**config.mk**
```make
export PLATFORM = sky130hd
export DESIGN_NAME = unit_dispatcher
export DESIGN_NICKNAME = d
export VERILOG_FILES = /design/src/rtl/unit_dispatcher_pkg.sv /design/src/rtl/unit_dispatcher_watchdog.sv /design/src/rtl/unit_dispatcher.sv
export SDC_FILE = /design/constraint.sdc
export NUM_CORES = 1
export LEC_CHECK = 0
export BUFFER_PORTS_ARGS = -buffer_cell sky130_fd_sc_hd__buf_2
export CELL_PAD_IN_SITES_DETAIL_PLACEMENT = 0
export CELL_PAD_IN_SITES_GLOBAL_PLACEMENT = 1
export CORE_MARGIN = 10
export CORE_UTILIZATION = 45
export DETAILED_ROUTE_END_ITERATION = 8
export PLACE_DENSITY_LB_ADDON = 0.1
export REMOVE_ABC_BUFFERS = 1
export SLEW_MARGIN = 15
export SYNTH_ARGS = -nofsm -noshare
export SYNTH_HDL_FRONTEND = slang
export SYNTH_SLANG_ARGS = --single-unit
```
**constraint.sdc**
```tcl
create_clock -name clk -period 4.8 [get_ports clk]
set_input_delay 0.96 -clock clk [delete_from_list [all_inputs] [get_ports clk]]
set_output_delay 0.96 -clock clk [all_outputs]
set_load 0.01 [all_outputs]
```
**src/rtl/unit_dispatcher_pkg.sv**
```systemverilog
// Shared constants for the unit dispatcher: unit indices, type codes, default map.
// No logic; imported by the dispatcher and its watchdog.
// Default map: t0 illegal, t1 STACK, t2/t3 ALU, t4 DMA, t5 SCHED, t6 UART, t7 JMP.
package unit_dispatcher_pkg;

    localparam logic [2:0] UNIT_ALU   = 3'd0;
    localparam logic [2:0] UNIT_STACK = 3'd1;
    localparam logic [2:0] UNIT_JMP   = 3'd2;
    localparam logic [2:0] UNIT_DMA   = 3'd3;
    localparam logic [2:0] UNIT_SCHED = 3'd4;
    localparam logic [2:0] UNIT_UART  = 3'd5;
    localparam logic [2:0] UNIT_NONE  = 3'b111;

    localparam logic [2:0] TYPE_STACK = 3'b001;
    localparam logic [2:0] TYPE_ALU1  = 3'b010;
    localparam logic [2:0] TYPE_ALU2  = 3'b011;
    localparam logic [2:0] TYPE_DMA   = 3'b100;
    localparam logic [2:0] TYPE_SCHED = 3'b101;
    localparam logic [2:0] TYPE_UART  = 3'b110;
    localparam logic [2:0] TYPE_JMP   = 3'b111;

    localparam logic [23:0] DEFAULT_TYPE_MAP = {UNIT_JMP, UNIT_UART, UNIT_SCHED, UNIT_DMA,
                                                UNIT_ALU, UNIT_ALU, UNIT_STACK, UNIT_NONE};

    typedef enum logic {
        ST_IDLE = 1'b0,
        ST_BUSY = 1'b1
    } disp_state_e;

endpackage

```
**src/rtl/unit_dispatcher_watchdog.sv**
```systemverilog
// Busy-cycle watchdog: counts enabled cycles, flags expiry on count TIMEOUT-1.
// Latency: expire is combinational from the count; the count updates every clk edge.
// No backpressure; clr wins over en, TIMEOUT=0 never expires.
module dispatch_watchdog
    import unit_dispatcher_pkg::*;
#(
    parameter int TIMEOUT = 255,
    parameter int CNT_W   = 16
) (
    input  logic clk,
    input  logic rst,
    input  logic clr,
    input  logic en,
    output logic expire
);

    localparam logic [CNT_W-1:0] LAST = CNT_W'(TIMEOUT - 1);

    logic [CNT_W-1:0] cnt_q, cnt_d;

    if (TIMEOUT > int'((64'd1 << CNT_W) - 64'd1)) begin : g_bad_timeout
        $error("dispatch_watchdog: TIMEOUT does not fit in CNT_W bits");
    end

    assign expire = (TIMEOUT != 0) && en && !clr && (cnt_q == LAST);

    always_comb begin
        cnt_d = cnt_q;
        if (clr || expire) begin
            cnt_d = '0;
        end else if (en && (cnt_q != '1)) begin
            // Saturate so a disabled watchdog never wraps back through LAST.
            cnt_d = cnt_q + CNT_W'(1);
        end
    end

    always_ff @(posedge clk) begin
        if (rst) begin
            cnt_q <= '0;
        end else begin
            cnt_q <= cnt_d;
        end
    end

endmodule

```
**src/rtl/unit_dispatcher.sv**
```systemverilog
// Maps an instruction type to one functional unit and holds its one-hot enable until done or watchdog expiry.
// Latency: accept at edge N gives unit_enb/busy/illegal at N+1; done at edge M gives retire at M+1.
// Backpressure: in_ready is low while BUSY and during reset; one instruction in flight at a time.
module unit_dispatcher
    import unit_dispatcher_pkg::*;
#(
    parameter int TYPE_W    = 3,
    parameter int NUM_UNITS = 6,
    parameter int IDX_W     = 3,
    parameter logic [(2**TYPE_W)*IDX_W-1:0] TYPE_MAP = DEFAULT_TYPE_MAP,
    parameter int TIMEOUT   = 255,
    parameter int CNT_W     = 16
) (
    input  logic                 clk,
    input  logic                 rst,
    input  logic                 in_valid,
    output logic                 in_ready,
    input  logic [TYPE_W-1:0]    in_type,
    output logic [NUM_UNITS-1:0] unit_enb,
    input  logic [NUM_UNITS-1:0] unit_done,
    output logic                 busy,
    output logic                 retire,
    output logic                 illegal,
    output logic                 timeout,
    output logic [CNT_W-1:0]     retired_cnt
);

    localparam logic [IDX_W-1:0] IDX_LIMIT = IDX_W'(NUM_UNITS);

    if (NUM_UNITS >= 2**IDX_W) begin : g_bad_idx_w
        $error("unit_dispatcher: IDX_W too narrow to encode the no-unit index");
    end

    disp_state_e          state_q, state_d;
    logic [IDX_W-1:0]     idx_q, idx_d;
    logic [NUM_UNITS-1:0] unit_enb_q, unit_enb_d;
    logic                 busy_q, busy_d;
    logic                 retire_q, retire_d;
    logic                 illegal_q, illegal_d;
    logic                 timeout_q, timeout_d;
    logic [CNT_W-1:0]     retired_cnt_q, retired_cnt_d;

    logic [IDX_W-1:0] map_tbl [2**TYPE_W];
    logic [IDX_W-1:0] map_idx;
    logic             done_sel;
    logic             wd_clr;
    logic             wd_en;
    logic             wd_expire;

    for (genvar t = 0; t < 2**TYPE_W; t++) begin : g_map
        assign map_tbl[t] = TYPE_MAP[t*IDX_W +: IDX_W];
    end

    assign map_idx  = map_tbl[in_type];
    assign in_ready = (state_q == ST_IDLE) && !rst;
    // Only the enabled unit's strobe can complete the instruction.
    assign done_sel = |(unit_done & unit_enb_q);
    assign wd_clr   = (state_q != ST_BUSY) || done_sel;
    assign wd_en    = (state_q == ST_BUSY) && !done_sel;

    dispatch_watchdog #(
        .TIMEOUT (TIMEOUT),
        .CNT_W   (CNT_W)
    ) u_watchdog (
        .clk    (clk),
        .rst    (rst),
        .clr    (wd_clr),
        .en     (wd_en),
        .expire (wd_expire)
    );

    always_comb begin
        state_d       = state_q;
        idx_d         = idx_q;
        unit_enb_d    = unit_enb_q;
        busy_d        = busy_q;
        retire_d      = 1'b0;
        illegal_d     = 1'b0;
        timeout_d     = 1'b0;
        retired_cnt_d = retired_cnt_q;
        case (state_q)
            ST_IDLE: begin
                if (in_valid && in_ready) begin
                    if (map_idx < IDX_LIMIT) begin
                        state_d    = ST_BUSY;
                        idx_d      = map_idx;
                        unit_enb_d = NUM_UNITS'(1) << map_idx;
                        busy_d     = 1'b1;
                    end else begin
                        illegal_d = 1'b1;
                    end
                end
            end
            ST_BUSY: begin
                unit_enb_d = NUM_UNITS'(1) << idx_q;
                // Done is checked first so it wins over a coincident expiry.
                if (done_sel || wd_expire) begin
                    state_d    = ST_IDLE;
                    idx_d      = '1;
                    unit_enb_d = '0;
                    busy_d     = 1'b0;
                    if (done_sel) begin
                        retire_d      = 1'b1;
                        retired_cnt_d = retired_cnt_q + CNT_W'(1);
                    end else begin
                        timeout_d = 1'b1;
                    end
                end
            end
            default: begin
                state_d    = ST_IDLE;
                idx_d      = '1;
                unit_enb_d = '0;
                busy_d     = 1'b0;
            end
        endcase
    end

    always_ff @(posedge clk) begin
        if (rst) begin
            state_q       <= ST_IDLE;
            idx_q         <= '1;
            unit_enb_q    <= '0;
            busy_q        <= 1'b0;
            retire_q      <= 1'b0;
            illegal_q     <= 1'b0;
            timeout_q     <= 1'b0;
            retired_cnt_q <= '0;
        end else begin
            state_q       <= state_d;
            idx_q         <= idx_d;
            unit_enb_q    <= unit_enb_d;
            busy_q        <= busy_d;
            retire_q      <= retire_d;
            illegal_q     <= illegal_d;
            timeout_q     <= timeout_d;
            retired_cnt_q <= retired_cnt_d;
        end
    end

    assign unit_enb    = unit_enb_q;
    assign busy        = busy_q;
    assign retire      = retire_q;
    assign illegal     = illegal_q;
    assign timeout     = timeout_q;
    assign retired_cnt = retired_cnt_q;

endmodule
```
==> impl_metrics.tcl, run 1 <==
set metrics [dict create \
    status "finished clean" \
    setup_viol 0 \
    grt_max_degree 25 \
    vdd_ir_drop_max_mv 0.2270 \
    max_clock_freq_ghz 0.3899 \
    cts_resized 0 \
    num_rows 25 \
    yosys.area_share.simple_pct 32.99 \
    grt_usage_pct 12.47 \
    grt_overflow 0 \
    clk_pin_slew_ns 0.09 \
    yosys_warnings 0 \
    synthMuxAreaShare_pct 0.4369 \
    post-cts-setup-buffer-count 0 \
    fin_ws_ns 2.235 \
    cp.required_ns 3.84 \
    grt_pass1_wl_mm 8.756 \
    synth_top_family_by_area "simple AND/OR/NAND/NOR gates" \
    antenna_found_initial 0 \
    hpwl_mm 3.705 \
    slew_headroom_pct 51.29 \
    cts_tree "done" \
    slew_violations 0 \
    finalCritPeriodShare_pct 53.43 \
    postSynthCellCount 259 \
    cts-root-buf "clkbuf_8" \
    synth_adder_area_share_pct 2.185 \
    ff_latch_area_um2 920.9 \
    regToRegSetupSlack_ns 2.45 \
    synth_area_um2 2291 \
    fillers 508 \
    r2r-end "u_watchdog.cnt_q[1]$_SDFFE_PP0P_" \
    num_io_pins 39 \
    wirelength_mm 5.023 \
    fp.dieW_um 91.35 \
    drv_cap 0 \
    reg2reg_from "state_q$_SDFF_PP0_" \
    detailedPlace.worstSlack_ns 1.928 \
    rsz0062_at_grt "no" \
    final_nets 307 \
    num_vias 1903 \
    dr.first_iter.drc_count 81 \
    cts_made_buffers 5 \
    cp.arrival_ns 1.60 \
    syn2layout_area_growth_pct 15.24 \
    cts.htree.levels 2 \
    worstSetupPathType "input pin to output port" \
    layout_commonest_cell "dfxtp_1" \
    wl_per_cell_um 13.99 \
    critical_path.endpoint "in_ready" \
    port_buffers 38 \
    synth_xor_area_share_pct 10.70 \
    min_path_type "flop to flop" \
    grt_pass1_vias 1879 \
    initial_core_util_pct 47.56 \
    place.gp.congestion 0.7737 \
    cts_hold_buf 0 \
    tightest_slew_ns 0.7296 \
    via_per_inst 5.301 \
    setup_tns_ns 0 \
    reg2reg_depth 4 \
    ant_nets 0 \
    startpoint "rst" \
    cellLeakagePower_uw 0.001008 \
    endpoint_kind "output port" \
    min_period_ns 2.565 \
    antenna_cells 0 \
    insertion_delay_ns 0.30 \
    whs_ns 0.4831 \
    avgSynthCellArea_um2 8.845 \
    firstDrtPassIters 4 \
    die_h_um 91.35 \
    crit_fanout 24 \
    multi_input_comb_area_um2 1280 \
    synth_compound_area_share_pct 9.558 \
    fin_skew_ns 0.004116 \
    synth-seq-cells 46 \
    mostFrequentLayoutCells "dfxtp_1, buf_2, nor2_1, nor3_1" \
    yosysSeqAreaShare_pct 40.20 \
    core-area_um2 4817 \
    netlist-cell-type-count 42 \
    clk_path_buf_depth 2 \
    powerDensity_nw_per_um2 328.0 \
    start_kind "input pin" \
    die-area_um2 8345 \
    drive_gt1_share_pct 21.23 \
    drcViolationCount 0 \
    final-hold-violation-count 0 \
    clock_sinks 46 \
]
-- state kept, by name, summed over array words and instances, names as in the netlist, 3 cells and up --
signal / flops
retired_cnt: 16
u_watchdog.cnt_q: 16
unit_enb: 6
idx_q: 3
-- per-stage QoR --
step / total power (uW) / util, % / instances / instance area [um2]
final: 866.0 / 54.81 / 359 / 2640
after global routing: 908.1 / 54.81 / 359 / 2640
after CTS: 877.4 / 54.81 / 359 / 2640
after detailed placement: 520.5 / 51.84 / 351 / 2497
after global placement: 520.5 / 51.84 / 351 / 2497
after floorplan: 482.6 / - / 246 / 2223
-- synth_stat cells (all sizes together) --
cell type	n	area share, %
a211oi	2	0.66
a21oi	8	1.7
a22oi	3	2.0
a311oi	1	0.66
a31o	2	0.76
a31oi	8	2.2
and2	1	0.27
and3	9	2.5
and4	2	0.76
buf	6	1.8
clkbuf	7	1.1
dfxtp	46	40
ha	4	2.2
inv	6	0.98
mux2i	1	0.44
nand2	15	2.6
nand2b	2	0.55
nand3	14	3.1
nand4	14	4.8
nand4b	2	0.76
nor2	34	5.8
nor2b	3	0.82
nor3	15	3.3
nor3b	2	0.66
nor4	10	4.9
nor4b	3	1.1
nor4bb	1	0.44
o21ai	7	1.5
or3	3	0.82
xnor2	14	5.4
xor2	14	5.4
-- critical path, cell delays in order --
cell and delay (ns):
buf_2 0.36, nor2_1 0.10, buf_2 0.18
-- worst min-delay path by stage --
| stage | startpoint | to | cells after the start |
|---|---|---|---|
| final | busy$_SDFFE_PP0P_ | busy$_SDFFE_PP0P_ | 2 |
| after global routing | busy$_SDFFE_PP0P_ | busy$_SDFFE_PP0P_ | 2 |
| after CTS | busy$_SDFFE_PP0P_ | busy$_SDFFE_PP0P_ | 2 |
| after detailed placement | busy$_SDFFE_PP0P_ | busy$_SDFFE_PP0P_ | 2 |
| after global placement | busy$_SDFFE_PP0P_ | busy$_SDFFE_PP0P_ | 2 |
| after floorplan | busy$_SDFFE_PP0P_ | busy$_SDFFE_PP0P_ | 2 |
-- metal layers --
metal	vias up	GRT usage, %	wire (um)
met5	-	0	0
met2	32	19.93	2264
li1	987	-	-
met1	879	15.37	2466
met3	5	3.539	220
met4	0	5.091	72
-- cells by family after synthesis --
kind of cell,after synthesis
AO/OA/AOI/OAI,31
XOR/XNOR,28
adder cells (fa/ha/maj),4
buffers and inverters,19
flip-flops,46
multiplexers,1
AND/OR/NAND/NOR,130
-- area by class of cell --
cell class / count / area share (%)
flip-flops and latches: 46 / 34.88
inverters: 6 / 0.8531
repair buffers: 38 / 7.204
multi-input cells: 194 / 48.48
clock inverters: 2 / 2.275
well taps: 67 / 3.175
clock buffers: 6 / 3.128
-- power by group --
part,internal (uW),switching [uW],total [uW]
logic,34.1,60.7,94.8
clock network,222,133,355
registers,395,20.9,416
total,652,214,866
Note: power is estimated with default switching activity, not from simulation.
==> run 2: changes to the inputs <==
ABC_AREA = 1   (was not set)
CORE_UTILIZATION = 40   (was 45)
clock period = 2.7 ns   (was 4.8 ns; I/O delays follow)
==> run 2 against run 1 <==
Against the previous run: synthesized area grew 18%; routed wire length increased by 41%; combinational power grew 150%; power is 72% higher; synthesized cell count grew 64%; critical path type is now flop to flop.
==> impl_metrics.tcl, run 2 <==
set metrics [dict create \
    insertion_delay_ns 0.30 \
    use_met1_pct 17.07 \
    yosysSeqAreaShare_pct 33.93 \
    avgSynthCellArea_um2 6.386 \
    async_flop_share_pct 0 \
    cts-root-buf "clkbuf_8" \
    r2r-end "u_watchdog.cnt_q[3]$_SDFFE_PP0P_" \
    final-hold-violation-count 0 \
    slew_headroom_pct 67.56 \
    drive_gt1_share_pct 14.07 \
    p_int_uw 1056 \
    synth-seq-cells 46 \
    reg2reg_depth 9 \
    cts_resized 0 \
    cp.required_ns 2.91 \
    netlist-cell-type-count 27 \
    hp-start "retired_cnt[15]$_SDFFE_PP0P_" \
    fin_skew_ns 0.008379 \
    grt_pass1_wl_mm 11.59 \
    yosysTopAreaCellShare_pct 33.93 \
    cts_tree "done" \
    synthTopCellsByCount "nand2_1, nor2_1, dfxtp_1, inv_1, a21oi_1" \
    die_h_um 102.4 \
    cp.arrival_ns 1.91 \
    synth_area_um2 2714 \
    core-area_um2 6459 \
    yosysTopAreaCell "dfxtp_1" \
    pwr-share-clk_pct 34.8 \
    postSynthCellCount 425 \
    fp.dieW_um 102.4 \
    power_frac_comb_pct 15.7 \
    grt.busiest_layer "met2" \
    max_clock_freq_ghz 0.5857 \
    post-cts-setup-buffer-count 0 \
    holdPathEnd "retired_cnt[15]$_SDFFE_PP0P_" \
    synth_area_leaders "dfxtp_1, nand2_1, nor2_1" \
    yosys_warnings 0 \
    num_vias 2717 \
    final_nets 477 \
    status "finished clean" \
    finalCritPeriodShare_pct 63.24 \
    synth_ff_type "dfxtp_1" \
    hpwl_mm 5.231 \
    swShare_pct 29.18 \
    die-area_um2 10480 \
    num_io_pins 39 \
    regToRegSetupSlack_ns 0.99 \
    port_buffers 38 \
    powerDensity_nw_per_um2 489.2 \
    min_path_cells 2 \
    drv_cap 0 \
    min_period_ns 1.707 \
    grt_overflow 0 \
    cts_made_buffers 5 \
    clock_sinks 46 \
    layout_commonest_cell "nand2_1" \
    start_kind "flop" \
    grt_pass1_vias 2511 \
    drcViolationCount 0 \
    ant_nets 0 \
    synth-edff-count 0 \
    p_switching_uw 435.2 \
    min_path_type "flop to flop" \
    slew_violations 0 \
    p_seq_share_pct 49.6 \
    setup_tns_ns 0 \
    use_met2_pct 22.22 \
    setup_viol 0 \
    vdd_ir_drop_max_mv 0.2977 \
    clk_path_buf_depth 2 \
    wl_per_cell_um 13.10 \
    worstSetupPathType "flop to flop" \
    antenna_cells 0 \
    rsz0062_at_grt "no" \
    crit_fanout 19 \
    mostFrequentLayoutCells "nand2_1, nor2_1, dfxtp_1, buf_2, inv_1" \
    yosysMostFrequentCell "nand2_1" \
    grt_max_degree 21 \
    antenna_found_initial 0 \
    grt_usage_pct 13.55 \
    firstDrtPassIters 4 \
    dr.first_iter.drc_count 85 \
    via_per_inst 5.041 \
    grt_use_met3_pct 3.374 \
    cellLeakagePower_uw 0.001265 \
    syn2layout_area_growth_pct 12.36 \
    clk_pin_slew_ns 0.09 \
    num_rows 29 \
    final_core_util_pct 47.21 \
    cts_hold_buf 0 \
    tightest_slew_ns 0.4861 \
    reg2reg_from "u_watchdog.cnt_q[0]$_SDFFE_PP0P_" \
    cts.htree.levels 2 \
    initial_core_util_pct 42.02 \
    wirelength_mm 7.061 \
    endpoint_kind "flop" \
    power.total_uw 1492 \
    place.gp.congestion 0.8216 \
]
## run 2: cell types whose count changed after synthesis, moves of 5 or more
cell,delta
inv_1,+32
o21ai_0,+10
xor2_1,-9
a31oi_1,-8
xnor2_1,-9
nor3_1,-7
and3_1,-9
nand3_1,+20
a21oi_1,+28
nor2_1,+23
o21ai_1,+10
nor4_1,-5
nand2_1,+112
## run 2: power by group through the flow
stage	registers (uW)	logic, uW	clock network [uW]
floorplan	757	138	0
finish	739	234	519
global route	745	265	555
global placement	755	232	0
CTS	739	234	534
detailed placement	754	233	0
## run 2: worst max-delay path, cell delays in order, from the launching register on
cell and delay, ns:
dfxtp_1 0.35, ha_1 0.24, nand3_2 0.13, inv_2 0.07, nand2_4 0.09, nor2_8 0.08, nor2_4 0.40, nand3_1 0.13
nand2_1 0.09, nor2_1 0.04
## run 2: how the worst max path moves through the flow
stage | start | endpoint | cells past startpoint
floorplan | in_type[0] | idx_q[2]$_SDFFE_PP1P_ | 10
global placement | in_type[0] | idx_q[2]$_SDFFE_PP1P_ | 11
detailed placement | in_type[0] | idx_q[1]$_SDFFE_PP1P_ | 11
CTS | u_watchdog.cnt_q[0]$_SDFFE_PP0P_ | u_watchdog.cnt_q[3]$_SDFFE_PP0P_ | 9
global route | u_watchdog.cnt_q[1]$_SDFFE_PP0P_ | u_watchdog.cnt_q[0]$_SDFFE_PP0P_ | 8
finish | u_watchdog.cnt_q[0]$_SDFFE_PP0P_ | u_watchdog.cnt_q[3]$_SDFFE_PP0P_ | 9
## run 2: layout make-up
cell class	count	area (um2)
fill	709	3410
multi-input combinational	329	1574
sequential	46	920.9
timing repair buffer	40	205.2
inverter	39	146.4
tap	77	96.34
clock buffer	7	76.32
clock inverter	1	30.03
## run 2: through the flow
stage	cell area [um2]	std cells	worst slack (ns)	hold WS (ns)
after floorplan	2641	414	0.9902	0.4761
after global placement	2943	531	0.7761	0.4811
after detailed placement	2943	531	0.7056	0.4955
after CTS	3049	539	0.9765	0.5092
after global routing	3049	539	0.8329	0.5476
final	3049	539	0.9926	0.5012
## run 2: per-layer routing
layer	vias up	part of all wire [%]
met4	0	1.2
met2	45	45
met3	9	4.6
li1	1449	-
met5	-	0
met1	1214	49
## run 2: cells by family (layout without fill, tap and decap cells)
family | after synthesis | count (layout) | synth area share, %
simple gates | 251 | 251 | 40.99
compound gates | 64 | 64 | 11.94
buf+inv | 50 | 87 | 8.068
flops | 46 | 46 | 33.93
xor+xnor | 10 | 10 | 3.227
fa+ha+maj | 4 | 4 | 1.844
==> run 3: changes to the inputs <==
CORE_UTILIZATION = 36   (was 40)
clock period = 1.5 ns   (was 2.7 ns; I/O delays follow)
==> run 3 against run 2 <==
Against the previous run: routed wire length increased by 7.6%; final area rose by 15%; first-iteration DRC count is 5.9% higher; via count rose by 5.5%; die area rose by 8.9%; power rose by 79%; sequential power increased by 80%; final cell count rose by 12%; register-to-register slack got worse by 0.89 ns; clock power rose by 51%.
==> impl_metrics.tcl, run 3 (synthesis gave the netlist of run 2 again) <==
set metrics [dict create \
    dr.first_iter.drc_count 90 \
    port_buffers 38 \
    fillers 817 \
    cts_made_buffers 5 \
    antenna_found_initial 0 \
    fin_skew_ns 0.006184 \
    final_area_um2 3500 \
    vdd_ir_drop_max_mv 0.3709 \
    grt_max_degree 20 \
    drv_cap 0 \
    place.gp.congestion 0.8595 \
    clk_pin_slew_ns 0.09 \
    p_int_uw 1834 \
    pwr-share-clk_pct 29.4 \
    syn2layout_area_growth_pct 28.95 \
    initial_core_util_pct 37.22 \
    start_kind "flop" \
    cellLeakagePower_uw 0.001473 \
    wirelength_mm 7.597 \
    hpwl_mm 5.815 \
    ant_nets 0 \
    swShare_pct 31.47 \
    antenna_cells 0 \
    slew_violations 0 \
    multi_input_comb_area_um2 1634 \
    cts_hold_buf 0 \
    ff_latch_area_um2 932.1 \
    dpl_cell_area_um2 3278 \
    insertion_delay_ns 0.30 \
    via_per_inst 4.762 \
    clk_path_buf_depth 2 \
    grt_overflow 0 \
    endpoint_kind "output port" \
    firstDrtPassIters 4 \
    grt_usage_pct 13.52 \
    cts_tree "done" \
    min_period_ns 1.417 \
    core-area_um2 7292 \
    wl_per_cell_um 12.62 \
    slew_headroom_pct 73.79 \
    die_h_um 106.8 \
    min_path_type "input pin to flop" \
    tightest_slew_ns 0.3926 \
    finalCritPeriodShare_pct 94.46 \
    cts-root-buf "clkbuf_8" \
    drive_gt1_share_pct 25.25 \
    layout_commonest_cell "nand2_1" \
    mostFrequentLayoutCells "nand2_1, nor2_1, dfxtp_1, buf_2, buf_4" \
    powerDensity_nw_per_um2 764.7 \
    power_frac_comb_pct 21.0 \
    final-hold-violation-count 0 \
    fin_ws_ns 0.08316 \
    max_clock_freq_ghz 0.7058 \
    crit_fanout 7 \
    cp.arrival_ns 1.12 \
    status "finished clean" \
    clock_sinks 46 \
    final_nets 518 \
    num_io_pins 39 \
    cp.required_ns 1.20 \
    rsz0062_at_grt "yes" \
    drcViolationCount 0 \
    num_vias 2867 \
    die-area_um2 11410 \
    p_switching_uw 842.2 \
    grt_pass1_vias 2718 \
    num_rows 31 \
    detailedPlace.worstSlack_ns -0.1504 \
    worstSetupPathType "flop to output port" \
    cts.htree.levels 2 \
    grt_pass1_wl_mm 12.92 \
    setup_viol 0 \
    p_seq_share_pct 49.7 \
    fp.dieW_um 106.8 \
]
==> run 3: changes by cell type in the layout (fill, tap and decap cells not counted), sizes merged <==
cell and delta:
clkbuf -2, buf +41, inv -1, clkinv +2, clkinvlp +2, bufinv -1
==> run 3: area by class of cell <==
class                      instances  area share [%]
multi-input combinational        329           46.69
sequential                        46           26.64
timing repair buffer              81           16.20
inverter                          39           4.362
tap                               99           3.540
clock buffer                       5           1.966
clock inverter                     3          0.6078
==> run 3: what timing repair did <==
item                       in CTS  in global routing
resized for setup               4                 22
buffers inserted                1                  4
hold endpoints to repair        0                  0
pin swaps                       0                  1
setup endpoints to repair      16                 36
==> run 3: worst max-delay path: stages, from the launching register on <==
cell and delay, ns:
dfxtp_1 0.57, nor2_1 0.09, buf_2 0.15
==> run 3: layer usage <==
| layer | wire length (um) | track usage, % |
|---|---|---|
| met1 | 3827 | 18.17 |
| met2 | 3422 | 20.81 |
| met3 | 297 | 3.473 |
| met4 | 51 | 3.868 |
| met5 | 0 | 0 |
==> run 3: metrics by stage <==
step | cells | hold slack, ns | TNS, ns | power, uW | utilization [%]
5_1_grt | 602 | 0.2949 | -0.06235 | 2846 | 47.99
3_5_place_dp | 589 | 0.4797 | -1.374 | 1884 | 44.96
3_3_place_gp | 589 | 0.4731 | -0.9956 | 1880 | 44.96
6_report | 602 | 0.2936 | 0 | 2676 | 47.99
4_1_cts | 598 | 0.2945 | 0 | 2682 | 46.52
2_1_floorplan | 414 | 0.3691 | 0 | 1611 | -
==> run 3: path summary, 6_finish.rpt <==
kind	to	from	cells past startpoint	slack, ns
max	in_ready	state_q$_SDFF_PP0_	2	0.08
min	retired_cnt[2]$_SDFFE_PP0P_	rst	2	0.29
max reg2reg	u_watchdog.cnt_q[3]$_SDFFE_PP0P_	u_watchdog.cnt_q[0]$_SDFFE_PP0P_	9	0.10
min reg2reg	busy$_SDFFE_PP0P_	busy$_SDFFE_PP0P_	2	0.49
==> run 3: power groups by stage <==
| stage | Clock, uW | Combinational, uW | Sequential [uW] |
|---|---|---|---|
| floorplan | 0 | 248 | 1360 |
| global placement | 0 | 523 | 1360 |
| detailed placement | 0 | 528 | 1360 |
| CTS | 824 | 531 | 1330 |
| global route | 878 | 631 | 1340 |
| finish | 786 | 561 | 1330 |
